===== src/rtl/and_reduce_pkg.sv =====
// rtl/and_reduce_pkg.sv - shared ops, pad identity and tree sizing helpers for and_reduce_pipelined
package and_reduce_pkg;

    typedef enum logic [1:0] {
        OP_AND  = 2'b00,
        OP_OR   = 2'b01,
        OP_XOR  = 2'b10,
        OP_RSVD = 2'b11
    } op_t;

    // Pad bit that leaves a group's reduction unchanged; the reserved op acts as AND.
    function automatic logic identity(op_t op);
        return (op == OP_AND) || (op == OP_RSVD);
    endfunction

    function automatic int ceil_div(int a, int b);
        return (a + b - 1) / b;
    endfunction

    // Tree levels needed to fold WIDTH bits down to one, GROUP bits per level.
    function automatic int num_stages(int width, int group);
        int w;
        int s;
        w = width;
        s = 0;
        while (w > 1) begin
            w = ceil_div(w, group);
            s++;
        end
        return s;
    endfunction

    // Width of the partial vector held by stage k; k = -1 gives the input width.
    function automatic int stage_width(int width, int group, int k);
        int w;
        w = width;
        for (int i = 0; i <= k; i++) begin
            w = ceil_div(w, group);
        end
        return w;
    endfunction

endpackage


===== src/rtl/and_reduce_pipelined_if.sv =====
// rtl/and_reduce_pipelined_if.sv - input/output stream bundle of and_reduce_pipelined
// master: producer/consumer side (drives in_*, out_ready); slave: the reduction block.
interface and_reduce_pipelined_if
    import and_reduce_pkg::*;
#(
    parameter int WIDTH = 16,
    parameter int TAG_W = 4
);
    logic             in_valid;
    logic             in_ready;
    logic [WIDTH-1:0] in_data;
    op_t              in_op;
    logic [TAG_W-1:0] in_tag;
    logic             out_valid;
    logic             out_ready;
    logic             out_data;
    logic [TAG_W-1:0] out_tag;
    logic             busy;

    modport master (
        output in_valid, in_data, in_op, in_tag, out_ready,
        input  in_ready, out_valid, out_data, out_tag, busy
    );

    modport slave (
        input  in_valid, in_data, in_op, in_tag, out_ready,
        output in_ready, out_valid, out_data, out_tag, busy
    );
endinterface


===== src/rtl/and_reduce_stage.sv =====
// rtl/and_reduce_stage.sv - one registered GROUP-ary level of the reduction tree
// Ports: clk, reset (async high); in_* upstream valid/ready with IN_W-bit vector, op, tag;
// out_* downstream valid/ready with ceil(IN_W/GROUP)-bit partial vector, op, tag.
module and_reduce_stage
    import and_reduce_pkg::*;
#(
    parameter int IN_W  = 16,
    parameter int GROUP = 4,
    parameter int TAG_W = 4,
    localparam int OUT_W = (IN_W + GROUP - 1) / GROUP
) (
    input  logic             clk,
    input  logic             reset,
    input  logic             in_valid_i,
    output logic             in_ready_o,
    input  logic [IN_W-1:0]  in_data_i,
    input  op_t              in_op_i,
    input  logic [TAG_W-1:0] in_tag_i,
    output logic             out_valid_o,
    input  logic             out_ready_i,
    output logic [OUT_W-1:0] out_data_o,
    output op_t              out_op_o,
    output logic [TAG_W-1:0] out_tag_o
);
    localparam int PAD_W = OUT_W * GROUP;

    logic             valid_q, valid_d;
    logic [OUT_W-1:0] data_q,  data_d;
    op_t              op_q,    op_d;
    logic [TAG_W-1:0] tag_q,   tag_d;
    logic [PAD_W-1:0] padded;
    logic [OUT_W-1:0] reduced;

    // Empty or draining this cycle; held low during reset so nothing is accepted.
    assign in_ready_o = !reset && (!valid_q || out_ready_i);

    always_comb begin
        padded = {PAD_W{identity(in_op_i)}};
        padded[IN_W-1:0] = in_data_i;
        reduced = '0;
        for (int j = 0; j < OUT_W; j++) begin
            case (in_op_i)
                OP_OR:   reduced[j] = |padded[j*GROUP +: GROUP];
                OP_XOR:  reduced[j] = ^padded[j*GROUP +: GROUP];
                default: reduced[j] = &padded[j*GROUP +: GROUP];
            endcase
        end
    end

    always_comb begin
        valid_d = valid_q;
        data_d  = data_q;
        op_d    = op_q;
        tag_d   = tag_q;
        if (in_ready_o) begin
            valid_d = in_valid_i;
            if (in_valid_i) begin
                data_d = reduced;
                op_d   = in_op_i;
                tag_d  = in_tag_i;
            end
        end
    end

    always_ff @(posedge clk or posedge reset) begin
        if (reset) begin
            valid_q <= 1'b0;
            data_q  <= '0;
            op_q    <= OP_AND;
            tag_q   <= '0;
        end else begin
            valid_q <= valid_d;
            data_q  <= data_d;
            op_q    <= op_d;
            tag_q   <= tag_d;
        end
    end

    assign out_valid_o = valid_q;
    assign out_data_o  = data_q;
    assign out_op_o    = op_q;
    assign out_tag_o   = tag_q;
endmodule


===== src/rtl/and_reduce_pipelined.sv =====
// rtl/and_reduce_pipelined.sv - pipelined valid/ready AND/OR/XOR reduction of a wide vector
// Ports: clk, reset (async high); bus (slave): in_valid/in_ready/in_data/in_op/in_tag,
// out_valid/out_ready/out_data/out_tag, busy (any stage holding a transaction).
module and_reduce_pipelined
    import and_reduce_pkg::*;
#(
    parameter int WIDTH = 16,
    parameter int GROUP = 4,
    parameter int TAG_W = 4
) (
    input  logic                   clk,
    input  logic                   reset,
    and_reduce_pipelined_if.slave  bus
);
    localparam int S = num_stages(WIDTH, GROUP);

    // Index k is the input side of stage k; index S is the block output.
    logic             v_chain   [0:S];
    logic             rdy_chain [0:S];
    op_t              op_chain  [0:S];
    logic [TAG_W-1:0] tag_chain [0:S];

    assign v_chain[0]   = bus.in_valid;
    assign op_chain[0]  = bus.in_op;
    assign tag_chain[0] = bus.in_tag;
    assign rdy_chain[S] = bus.out_ready;

    for (genvar k = 0; k < S; k++) begin : g_st
        localparam int IW = stage_width(WIDTH, GROUP, k - 1);
        localparam int OW = stage_width(WIDTH, GROUP, k);

        logic [IW-1:0] din;
        logic [OW-1:0] dout;

        if (k == 0) begin : g_first
            assign din = bus.in_data;
        end else begin : g_next
            assign din = g_st[k-1].dout;
        end

        and_reduce_stage #(
            .IN_W  (IW),
            .GROUP (GROUP),
            .TAG_W (TAG_W)
        ) u_stage (
            .clk         (clk),
            .reset       (reset),
            .in_valid_i  (v_chain[k]),
            .in_ready_o  (rdy_chain[k]),
            .in_data_i   (din),
            .in_op_i     (op_chain[k]),
            .in_tag_i    (tag_chain[k]),
            .out_valid_o (v_chain[k+1]),
            .out_ready_i (rdy_chain[k+1]),
            .out_data_o  (dout),
            .out_op_o    (op_chain[k+1]),
            .out_tag_o   (tag_chain[k+1])
        );
    end

    logic busy_c;
    always_comb begin
        busy_c = 1'b0;
        for (int k = 1; k <= S; k++) begin
            busy_c = busy_c | v_chain[k];
        end
    end

    assign bus.in_ready  = rdy_chain[0];
    assign bus.out_valid = v_chain[S];
    assign bus.out_data  = g_st[S-1].dout[0];
    assign bus.out_tag   = tag_chain[S];
    assign bus.busy      = busy_c;
endmodule


===== src/flat_wrapper.sv =====
// flat-port wrapper written by rule: the top's interface ports become plain ports
module and_reduce_pipelined_flat import and_reduce_pkg::*;
#(
    parameter int WIDTH = 16,
    parameter int GROUP = 4,
    parameter int TAG_W = 4
)
  (clk, reset, bus_in_valid, bus_in_data, bus_in_op, bus_in_tag, bus_out_ready, bus_in_ready, bus_out_valid, bus_out_data, bus_out_tag, bus_busy);
  and_reduce_pipelined_if #(.WIDTH(WIDTH), .TAG_W(TAG_W)) bus_i ();
  input  logic clk;
  input  logic reset;
  input wire logic [$bits(bus_i.in_valid)-1:0] bus_in_valid;
  input wire logic [$bits(bus_i.in_data)-1:0] bus_in_data;
  input wire logic [$bits(bus_i.in_op)-1:0] bus_in_op;
  input wire logic [$bits(bus_i.in_tag)-1:0] bus_in_tag;
  input wire logic [$bits(bus_i.out_ready)-1:0] bus_out_ready;
  output wire logic [$bits(bus_i.in_ready)-1:0] bus_in_ready;
  output wire logic [$bits(bus_i.out_valid)-1:0] bus_out_valid;
  output wire logic [$bits(bus_i.out_data)-1:0] bus_out_data;
  output wire logic [$bits(bus_i.out_tag)-1:0] bus_out_tag;
  output wire logic [$bits(bus_i.busy)-1:0] bus_busy;
  assign bus_i.in_valid = bus_in_valid;
  assign bus_i.in_data = bus_in_data;
  assign bus_i.in_op = bus_in_op;
  assign bus_i.in_tag = bus_in_tag;
  assign bus_i.out_ready = bus_out_ready;
  assign bus_in_ready = bus_i.in_ready;
  assign bus_out_valid = bus_i.out_valid;
  assign bus_out_data = bus_i.out_data;
  assign bus_out_tag = bus_i.out_tag;
  assign bus_busy = bus_i.busy;
  and_reduce_pipelined #(.WIDTH(WIDTH), .GROUP(GROUP), .TAG_W(TAG_W)) u_core (.clk(clk), .reset(reset), .bus(bus_i));
endmodule

===== config.mk =====
export PLATFORM = sky130hd
export DESIGN_NAME = and_reduce_pipelined_flat
export DESIGN_NICKNAME = d
export VERILOG_FILES = /design/src/rtl/and_reduce_pkg.sv /design/src/rtl/and_reduce_pipelined_if.sv /design/src/rtl/and_reduce_stage.sv /design/src/rtl/and_reduce_pipelined.sv /design/src/flat_wrapper.sv
export SDC_FILE = /design/constraint.sdc
export NUM_CORES = 1
export LEC_CHECK = 0
export ABC_AREA = 1
export BUFFER_PORTS_ARGS = -buffer_cell sky130_fd_sc_hd__buf_4
export CORE_UTILIZATION = 52
export CTS_CLUSTER_SIZE = 20
export DETAILED_ROUTE_END_ITERATION = 10
export PLACE_DENSITY = 0.79
export SYNTH_ARGS = -nofsm -noshare
export SYNTH_HDL_FRONTEND = slang
export SYNTH_SLANG_ARGS = --single-unit

===== constraint.sdc =====
create_clock -name clk -period 1.39 [get_ports clk]
set_input_delay 0.139 -clock clk [delete_from_list [all_inputs] [get_ports clk]]
set_output_delay 0.139 -clock clk [all_outputs]
set_load 0.01 [all_outputs]

==> results.md <==
* Via-per-instance ratio at 4.759
* Initial Util at 57.41%
* Leakage at roughly 0.0010 uW
* Fin nets at roughly 270
* Largest net degree at the start of global routing at 14
* # diodes at 0
* Vias at 1166
* Initial antenna violation count at 0
* R2R Path End: u_core.g_st[0].u_stage.out_op_o[1]$_DFFE_PP0P_
* Filler cells at between 150 and 200
* Register Area at 425.4 um2
* Final setup violation count at 0
* Total core area at between 2000 and 2500 um2
* CTS Buf Count at 3
* Maximum vdd ir drop at around 0.74 mV
* Multi-input gate area at 714.4 um2
* Skew final at 0.001406 ns
* Clk_lat worst skew at between 0.2 and 0.3 ns
* Clock sink total at 17
* Grt ovf at 0
* Synth warnings at 0
* CTS H-Tree Depth at 1
* Avg Cell Area, Syn at ~7.4 um2
* Gr usage total at between 20% and 30%
* Crit path from: reset
* Port bufs at 33
* Worst slew margin at about three quarters
* Die Area at 2742 um2
* Num rows at 17
* Vias in the first global route at 1200
* Clock slew at reported path FFs at about 0.090 ns
* Synth Net Count at ~230
* Ys flop type: dfrtp_1
* Final cycle utilization of the critical path at about 100%
* R2r setup slk at around 0.15 ns
* Most frequent cells in the layout: nand2_1 (64), inv_1 (44), buf_4 (34)
* Post-Synthesis Cells at about 180
* Crit start category: input port
* WP data required at 1.25 ns
* Final Total Pwr at approximately 1500 uW
* Mapped Area at 1319 um2
* Util after Layout at a little under three quarters
* Synth Register Bits at 17
* Setup bufs post-CTS at 0
* DR WL/cell at between 10 and 15 um
* Synth cell types at 16
* I/O pins at 34
* Worst Tran Pin Value at 0.3858 ns
* Commonest non-fill, non-tap cell in the layout: nand2_1
* Root Buffer: clkbuf_4
* Slew Limit Fails at 0
* DIE WIDTH at around 52 um
* Register area share after synthesis at 32.26%
* Asr flop ratio synth at 100.0%
* ANT nets after route at 0
* CTS Buffer Depth at 2
* Placed cell count at around 240
* First-pass GRT wire length at between 4000 and 5000 um
* Share of layout cells above drive strength 1 at around 22%
* Layout Cells excl Fill at between 200 and 250
* Final Hold Fails at 0
* Max-cap violations at 0
* Final WL at about 2600 um
* Outcome: finished clean
* Reg-to-Reg Start: u_core.g_st[0].u_stage.out_valid_o$_DFFE_PP0P_
* Crit Path Class: in -> out
* RSZ-0062 raised after global routing: no
* CP Capture Point: bus_in_ready
* CTS tree: yes
* Gp weighted congestion at approximately 0.78
* Crit. End Element: output port
* Initial DRC count at 4
* Detailed-placement wirelength estimate at 2082 um
* Crit path max fanout at 2
* R2R cell count at 5
* Tmin final at around 1.4 ns
* Area growth, synth to finish at 24.86%
* Max frequency at 0.7401 GHz
* EDFF count, synth at 0
* Crit path DAT at 1.21 ns
* Cell Pwr Density at slightly above 900 nW/um2
* DRC violations left at 0
* Setup TNS at 0 ns
* Hold Path Class: in -> reg
* Pre-antenna DRT Iters at 4
* Die Y at roughly 52 um
==> final cells by class <==
cell class              instances  area share (%)
clock buffers                   3           1.368
clock inverters                 1          0.3040
inverters                      45           10.26
multi-input cells             115           43.39
flip-flops and latches         17           25.84
well taps                      28           2.128
repair buffers                 36           16.72
==> metal layers <==
metal	global-route usage, %	vias up	part of all wire [%]
li1	-	602	-
met1	22.52	533	39
met2	44.73	25	56
met3	4.638	6	3.1
met4	9.211	0	2.0
met5	0	-	0
==> worst max-delay path, cell delays in order <==
cell           delay, ns
dlygate4sd3_1       0.57
buf_4               0.15
o21bai_4            0.17
inv_2               0.06
buf_4               0.11
==> how the worst min path moves through the flow <==
stage	to	slack (ns)	start	cells after the start
detailed placement	u_core.g_st[1].u_stage.out_tag_o[2]$_DFFE_PP0P_	0.12	reset	2
global placement	u_core.g_st[1].u_stage.out_tag_o[1]$_DFFE_PP0P_	0.10	reset	2
CTS	u_core.g_st[0].u_stage.out_tag_o[3]$_DFFE_PP0P_	0.03	bus_in_tag[3]	3
global route	u_core.g_st[0].u_stage.out_tag_o[0]$_DFFE_PP0P_	0.05	bus_in_tag[0]	3
finish	u_core.g_st[0].u_stage.out_tag_o[3]$_DFFE_PP0P_	0.04	bus_in_tag[3]	3
floorplan	u_core.g_st[0].u_stage.out_data_o[0]$_DFFE_PP0P_	0.08	reset	1
==> registers in the layout, summed over array words and instances (netlist names) <==
register and count:
u_core.g_st.u_stage.out_data_o 5, u_core.g_st.u_stage.out_op_o 2, u_core.g_st.u_stage.out_tag_o 8, u_core.g_st.u_stage.out_valid_o 2
==> power by group <==
group	switching, uW	leakage [uW]	total (uW)	internal, uW
Clock	154	0.0000177	261	107
Combinational	315	0.000801	600	285
Sequential	71.1	0.000213	677	606
Total	540	0.00103	1540	998
==> per-stage QoR <==
step                area (um2)  hold WS [ns]  worst slack (ns)
floorplan                 1319       0.08196            0.2104
global placement          1594        0.1021            0.2365
detailed placement        1594        0.1152            0.1757
CTS                       1642       0.02580           0.08676
global route              1647       0.05495           0.02495
finish                    1647       0.03932           0.03887
==> what timing repair did <==
| item | 4_1_cts | 5_1_grt |
|---|---|---|
| hold buffers | 2 | 0 |
| resized for setup | 0 | 1 |
| endpoints found under the setup margin | 0 | 1 |
| endpoints found under the hold margin | 6 | 0 |
==> cell usage after synthesis (2+ instances only) <==
| cell type | count | share of area [%] |
|---|---|---|
| nand2_2 | 2 | 0.95 |
| dfrtp_1 | 17 | 32 |
| nand3_1 | 10 | 3.8 |
| a21oi_1 | 4 | 1.5 |
| nor2_1 | 2 | 0.57 |
| o21ai_0 | 3 | 1.1 |
| nand2_1 | 64 | 18 |
| inv_1 | 44 | 13 |
| o21ai_2 | 3 | 2.0 |
| ha_1 | 24 | 23 |
==> cell families (layout without fill, tap and decap cells) <==
family,count (synthesis),after routing,synth area share [%]
adder cells (fa/ha/maj),24,24,22.77
AND/OR/NAND/NOR,79,79,24.38
flip-flops,17,17,32.26
buffers and inverters,47,85,13.95
AO/OA/AOI/OAI,12,12,6.642
No activity file was read; power rests on OpenSTA's default activity.
